[config.mk]
export PLATFORM = sky130hd
export DESIGN_NAME = fir_mac_ctrl
export DESIGN_NICKNAME = d
export VERILOG_FILES = /design/src/rtl/fir_mac_ctrl.sv
export SDC_FILE = /design/constraint.sdc
export NUM_CORES = 1
export LEC_CHECK = 0
export ABC_AREA = 1
export ABC_CLOCK_PERIOD_IN_PS = 9800
export CAP_MARGIN = 20
export CORE_ASPECT_RATIO = 2
export CORE_MARGIN = 5
export CORE_UTILIZATION = 68
export CTS_CLUSTER_SIZE = 20
export DETAILED_ROUTE_END_ITERATION = 7
export GPL_TIMING_DRIVEN = 1
export PLACE_DENSITY = 0.87
export SYNTH_ARGS = -nofsm -noshare
export SYNTH_HDL_FRONTEND = slang
export SYNTH_SLANG_ARGS = --single-unit
[constraint.sdc]
create_clock -name clk -period 9.8 [get_ports clk]
set_input_delay 0.98 -clock clk [delete_from_list [all_inputs] [get_ports clk]]
set_output_delay 0.98 -clock clk [all_outputs]
set_load 0.1 [all_outputs]
[src/rtl/fir_mac_ctrl.sv]
// fir_mac_ctrl: folded 9-tap FIR controller.
// A single multiply-accumulate unit is stepped across all taps, one tap per
// cycle. The block also owns the sample circular buffer and a coefficient
// bank that can be rewritten at run time while the block is idle.
// Optional feature macro: FIR_MAC_SAT_EN (widened accumulator with a
// saturating output slice). Without it the accumulator wraps.
module fir_mac_ctrl #(
    parameter int DATA_W    = 16,
    parameter int COEF_W    = 8,
    parameter int TAPS      = 9,
    parameter int ACC_W     = 27,
    parameter int OUT_SHIFT = 11
) (
    input  logic              clk,
    input  logic              rst_n,
    input  logic              in_valid,
    output logic              in_ready,
    input  logic [DATA_W-1:0] in_data,
    output logic              out_valid,
    input  logic              out_ready,
    output logic [DATA_W-1:0] out_data,
    input  logic              cfg_we,
    output logic              cfg_ready,
    input  logic [3:0]        cfg_addr,
    input  logic [COEF_W-1:0] cfg_data,
    output logic              busy
);

    localparam int PTR_W  = $clog2(TAPS);
    localparam int PROD_W = DATA_W + COEF_W;
    localparam int TOP    = OUT_SHIFT + DATA_W;
`ifdef FIR_MAC_SAT_EN
    localparam int ACC_I  = ACC_W + 2;
`else
    localparam int ACC_I  = ACC_W;
`endif

    typedef enum logic [1:0] {
        S_IDLE,
        S_MAC,
        S_OUT
    } state_t;

    state_t             state_q, state_d;
    logic [PTR_W-1:0]   wr_ptr_q, wr_ptr_d;
    logic [PTR_W-1:0]   newest_q, newest_d;
    logic [PTR_W-1:0]   k_q, k_d;
    logic [ACC_I-1:0]   acc_q, acc_d;
    logic [DATA_W-1:0]  smp_q [TAPS];
    logic [DATA_W-1:0]  smp_d [TAPS];
    logic [COEF_W-1:0]  coef_q [TAPS];
    logic [COEF_W-1:0]  coef_d [TAPS];
    logic [PTR_W-1:0]   rd_idx;
    logic [PROD_W-1:0]  prod;

    // Low-pass coefficient set loaded at reset.
    function automatic logic [COEF_W-1:0] default_coef(input int idx);
        case (idx)
            0, 8:    default_coef = COEF_W'(7);
            1, 7:    default_coef = COEF_W'(5);
            2, 6:    default_coef = COEF_W'(51);
            3, 5:    default_coef = COEF_W'(135);
            4:       default_coef = COEF_W'(179);
            default: default_coef = '0;
        endcase
    endfunction

    // Tap read index walks backwards in time from the newest sample.
    always_comb begin
        rd_idx = (newest_q >= k_q) ? (newest_q - k_q)
                                   : PTR_W'(int'(newest_q) + TAPS - int'(k_q));
        prod   = PROD_W'(smp_q[rd_idx]) * PROD_W'(coef_q[k_q]);
    end

    // Next-state, handshake decode and datapath updates.
    always_comb begin
        // NOTE: every signal gets a default first so no path leaves one unassigned (no latches).
        state_d   = state_q;
        wr_ptr_d  = wr_ptr_q;
        newest_d  = newest_q;
        k_d       = k_q;
        acc_d     = acc_q;
        smp_d     = smp_q;
        coef_d    = coef_q;
        in_ready  = 1'b0;
        cfg_ready = 1'b0;
        out_valid = 1'b0;

        case (state_q)
            S_IDLE: begin
                in_ready  = 1'b1;
                cfg_ready = 1'b1;
                // Out-of-range tap indices are silently dropped.
                if (cfg_we && (int'(cfg_addr) < TAPS)) begin
                    coef_d[cfg_addr] = cfg_data;
                end
                if (in_valid) begin
                    smp_d[wr_ptr_q] = in_data;
                    newest_d        = wr_ptr_q;
                    wr_ptr_d        = (int'(wr_ptr_q) == TAPS - 1) ? '0 : wr_ptr_q + 1'b1;
                    acc_d           = '0;
                    k_d             = '0;
                    state_d         = S_MAC;
                end
            end
            S_MAC: begin
                acc_d = acc_q + ACC_I'(prod);
                if (int'(k_q) == TAPS - 1) begin
                    state_d = S_OUT;
                end else begin
                    k_d = k_q + 1'b1;
                end
            end
            S_OUT: begin
                out_valid = 1'b1;
                if (out_ready) begin
                    state_d = S_IDLE;
                end
            end
            default: begin
                state_d = S_IDLE;
            end
        endcase
    end

    assign busy = ~in_ready;

    // Output slice of the accumulator, held while the FSM waits in OUT.
`ifdef FIR_MAC_SAT_EN
    always_comb begin
        out_data = (|acc_q[ACC_I-1:TOP]) ? '1 : acc_q[TOP-1:OUT_SHIFT];
    end
`else
    always_comb begin
        out_data = acc_q[TOP-1:OUT_SHIFT];
    end
`endif

    // Control and accumulator registers.
    always_ff @(posedge clk or negedge rst_n) begin
        // NOTE: non-blocking assignments so every flop samples pre-edge values.
        if (!rst_n) begin
            state_q  <= S_IDLE;
            wr_ptr_q <= '0;
            newest_q <= '0;
            k_q      <= '0;
            acc_q    <= '0;
        end else begin
            state_q  <= state_d;
            wr_ptr_q <= wr_ptr_d;
            newest_q <= newest_d;
            k_q      <= k_d;
            acc_q    <= acc_d;
        end
    end

    // Sample buffer and coefficient bank.
    always_ff @(posedge clk or negedge rst_n) begin
        // NOTE: these small arrays are flops with defined reset contents, so they are reset like any other state.
        if (!rst_n) begin
            for (int i = 0; i < TAPS; i++) begin
                smp_q[i]  <= '0;
                coef_q[i] <= default_coef(i);
            end
        end else begin
            for (int i = 0; i < TAPS; i++) begin
                smp_q[i]  <= smp_d[i];
                coef_q[i] <= coef_d[i];
            end
        end
    end

endmodule

After elaboration in Yosys (flattened, before gate mapping):

Cells that the tools add are included.

* $add $sub $neg: 6
* multipliers: 1
* order comparisons: 8
* equal/unequal tests: 8
* muxes and demuxes: 25
* bitwise logic cells: 5
* reductions and logical operators: 10

Operators with widths (count)
* bitwise mux 144 bit: 1
* bitwise mux 72 bit: 1
* binary-select mux 16 bit (select 4 bit): 1
* demux 16 bit (select 4 bit): 1
* case mux 27 bit (2 select lines): 1
* two-way mux 16 bit: 3
* binary-select mux 8 bit (select 4 bit): 1
* demux 8 bit (select 4 bit): 1
* adder 27 x 24 -> 27 bit: 1
* two-way mux 27 bit: 1
* multiplier 16 x 8 -> 24 bit: 1
* two-way mux 8 bit: 3
* greater-or-equal comparator 5 bit (second input constant): 4
* NOT 4 -> 5 bit: 4
* two-way mux 4 bit: 4
* less-than comparator 5 x 1 -> 1 bit (second input constant): 2
* adder 4 x 1 -> 4 bit (second input constant): 2
* equality test 4 bit (second input constant): 2
* inequality test 2 bit (second input constant): 4
* case mux 4 bit (2 select lines): 1
* subtractor 4 bit: 2
* two-way mux 2 bit: 3
* case mux 2 bit (3 select lines): 1
* AND reduction 2 bit: 3
* other kinds (11): 15

* register bits: 257
* input port bits: 33
* output and inout bits: 20
* logic and storage cells: 86

Logic depth before layout (Yosys ltp):

* depth in word-level cells: 10
* mapped depth: 38

Least setup slack after synthesis:

OpenSTA, ideal clock, no wires.

* path type: flip-flop to flip-flop
* start point: register k_q[0]
* end point: register acc_q[15]
* arrival: 6.041 ns
* path slack: 3.625 ns
* cell stages (with the launch flop): 33
* path buffers: 3
* period minus slack after synthesis: 6.175 ns
* cells stage by stage: dfrtp_1 > buf_2 > clkinv_1 > buf_2 > ha_1 > ha_1 > inv_1 > fa_1 > inv_1 > o21ai_4 > inv_4 > buf_2 > nand3_1 > nand3_2 > nand2_4 > nor2_2 > fa_1 > inv_1 > fa_1 > inv_1 > fa_1 > inv_1 > fa_1 > inv_1 > ha_1 > nand2_1 > nor2_1 > nand2_1 > nand2_1 > a21oi_1 > or2_2 > nand3_1 > o21ai_0

* cells in the longest elaborated chain, start to end: 9
* elaborated cells on any way between the ends: 15

Ends and longest elaborated chain
* from (decl): RTL line 47 `logic [PTR_W-1:0] k_q, k_d;`
* from (signal assigned): RTL line 152 `k_q <= k_d;`
* subtractor 4 bit (tied with other cells): RTL line 71 `: PTR_W'(int'(newest_q) + TAPS - int'(k_q));`
* two-way mux 4 bit: RTL line 70 `rd_idx = (newest_q >= k_q) ? (newest_q - k_q)`
* NOT 4 -> 5 bit (implied by the code): RTL line 72 `prod = PROD_W'(smp_q[rd_idx]) * PROD_W'(coef_q[k_q]);`
* binary-select mux 16 bit (select 4 bit): RTL line 72
* two-way mux 16 bit (implied by the code) (2 in a row): RTL line 72
* multiplier 16 x 8 -> 24 bit (*): RTL line 72
* adder 27 x 24 -> 27 bit (*): RTL line 107 `acc_d = acc_q + ACC_I'(prod);`
* case mux 27 bit (2 select lines) (*): RTL line 89 `case (state_q)`
* to (signal assigned): RTL line 147 `acc_q <= '0;`
* to (signal assigned): RTL line 153 `acc_q <= acc_d;`
* to (decl): RTL line 48 `logic [ACC_I-1:0] acc_q, acc_d;`

Every way passes the cells marked *; elsewhere a longest branch is shown, timed or not. The select of a mux whose other input is x is not followed.
A chain may end at the register's enable or synchronous reset.

Final worst setup path:

* start point: register k_q[1]
* end point: register acc_q[12]

The elaborated chain is that of the path after synthesis.

==> results.ini <==
[run_status]
status=finished clean

[placed_design]
place.gp.congestion=1.03
io_buffers=52
place_hpwl_um=37100
postPlaceCellArea_um2=17800

[critical_path]
arrival_ns=8.72
worstReg2RegStart=k_q[1]
timing_worst_setup_path_type=flop to flop
slowest_delay_ns=0.80
crit_path_end=acc_q[12]
startpoint=k_q[1]
r2r-end=acc_q[12]
critPathSlowestCell=nand2_4
worstSetupStartpointType=flop
reg2reg_slack_ns=1.47
cp_max_fo=78
worst_setup_path_end_kind=flop
reg2regPathDepth=29
crit_required_ns=10.19

[finish]
fill_cells=1890
finalNetCount=2308
final_util=0.742
synthToLayoutAreaGrowth_pct=7.89
stdcell_area_um2=18700
drive_gt1_frac=0.101

[hold_path]
hold_depth=2
hold_class=flop to flop

[floorplanning]
die_height_um=236
rows=82
core_area_um2=25100
start_util=0.688
die_area_um2=28900
fp.dieW_um=123
ioPinCount=53

[synth]
synth_ff_type=dfrtp_1
netlist-cell-type-count=43
yosysTopAreaCellShare=0.327
yosysTopAreaCell=dfrtp_1
synth_area_leaders=dfrtp_1 33%, fa_1 13%, nand2_1 9.1%
syn-instance-count=2114
synth-edff-count=0
async_flop_share=1.00
yosysSeqAreaShare=0.374
syn_nets=2318
netlist_area_um2=17300
synth_seq_cells=257
avgSynthCellArea_um2=8.18
ys_warn_count=0

[sta]
fmax_mhz=120
slew_viol_final=0
setup_viol=0
period_share=0.850
hold_violations=0
worst_pin_slew_ns=1.19
clock_skew_ns=0.0204
rsz0062_at_grt=false
relSlewSlack=0.202
period_needed_ns=8.33
setup_tns_ns=0

[clock_tree]
clk_pin_slew_ns=0.07
cts_max_path_buffers=3
cts_hold_buf=0
clock_latency_ns=0.55
cts_tree=built
root_buffer=clkbuf_16
cts_buffers=24
ctsHtreeMaxLevel=1
post_cts_resized=0
post_cts_buffers=0
clock_sinks=257

[global_routing]
grt_pass1_vias=15841
grt_pass1_wl_um=81800
grt_max_degree=127
grt_usage=0.367
grt-ovfl-total=0
antenna_found_initial=1

[drt]
drtPass1Iterations=7
wl_um=51700
via_per_inst=6.26
drtIter0Drc=1390
ant_nets=0
vias=15395
wire_per_inst_um=21.0
drc=0

[flow_run]
cap_viol_max_count=0

## cell type report
| type | count | area (µm²) | area share |
|---|---|---|---|
| Sequential cell | 257 | 6470 | 0.347 |
| Clock inverter | 12 | 119 | 0.00637 |
| Multi-Input combinational cell | 1475 | 9240 | 0.495 |
| Timing Repair Buffer | 70 | 681 | 0.0365 |
| Inverter | 276 | 1040 | 0.0557 |
| Clock buffer | 32 | 692 | 0.0371 |
| Antenna cell | 1 | 2.50 | 0.000134 |
| Tap cell | 336 | 420 | 0.0225 |
## synthesized netlist by cell type (9+ instances only)
master / number
a21oi_1: 105
buf_2: 28
buf_4: 19
clkbuf_1: 50
dfrtp_1: 226
dfstp_2: 31
fa_1: 109
ha_1: 62
inv_1: 268
nand2_1: 419
nand2_2: 17
nand2_4: 12
nand3_1: 202
nand3_2: 17
nand4_1: 15
nor2_1: 159
nor2_2: 56
nor3_1: 11
o21ai_0: 238
o221ai_1: 16
o22ai_1: 9
## cells in the final DEF, fill, tap and decap left out, types with 7 or more instances in the layout
cell type	netlist	final
a21oi_1	105	105
buf_4	19	17
clkbuf_16	0	25
clkdlybuf4s50_1	0	51
dfrtp_1	226	226
dfstp_2	31	31
fa_1	109	109
ha_1	62	62
inv_1	268	268
nand2_1	419	419
nand2_2	17	17
nand2_4	12	12
nand3_1	202	202
nand3_2	17	17
nand4_1	15	15
nor2_1	159	157
nor2_2	56	58
nor3_1	11	9
o21ai_0	238	238
o21bai_1	7	7
o221ai_1	16	16
o22ai_1	9	9
## per-layer routing
metal / share of wire / track usage / vias to the layer above / wire [µm]
met5: 0 / 0 / - / 0
met4: 0.11 / 0.316 / 0 / 5570
met3: 0.079 / 0.0769 / 347 / 4110
met2: 0.50 / 0.604 / 942 / 25800
met1: 0.31 / 0.388 / 7348 / 16200
li1: - / - / 6758 / -
## through the flow
stage | cells | worst slack [ns] | hold WS (ns)
after floorplan | 2114 | 3.63 | 0.448
after global placement | 2413 | 2.07 | 0.462
after detailed placement | 2413 | 1.90 | 0.474
after CTS | 2457 | 1.84 | 0.490
after global routing | 2458 | 1.03 | 0.502
final | 2459 | 1.47 | 0.488
## kinds of logic after synthesis
logic type,share of synthesized area
AOI/OAI and AO/OA,0.119
xor gates and xnor gates,0.00203
adders and majority gates,0.171
buffers and inverters,0.0927
DFF,0.374
and+or+nand+nor,0.242
## worst max-delay path, delay by kind of cell, from the launching register on
family / cells / cell delay, ns
simple gates: 14 / 2.81
fa+ha+maj: 6 / 2.77
compound gates: 3 / 1.01
buf+inv: 6 / 0.84
flops: 1 / 0.72
## registers in the layout, indices dropped and copies added, names as in the netlist
name      cells
coef_q       72
state_q       2
k_q           4
newest_q      4
wr_ptr_q      4
smp_q       144
acc_q        27
## how the worst min path moves through the flow
stage	from	to	slack (ns)
after global routing	coef_q[11]	coef_q[11]	0.50
after global placement	coef_q[55]	coef_q[55]	0.46
final	coef_q[7]	coef_q[7]	0.49
after CTS	coef_q[4]	coef_q[4]	0.49
after floorplan	coef_q[18]	coef_q[18]	0.45
after detailed placement	smp_q[128]	smp_q[128]	0.47
Power is left out: the tool's default activity adds up to more than one toggle a clock period on the data nets, which glitch-free logic cannot reach.
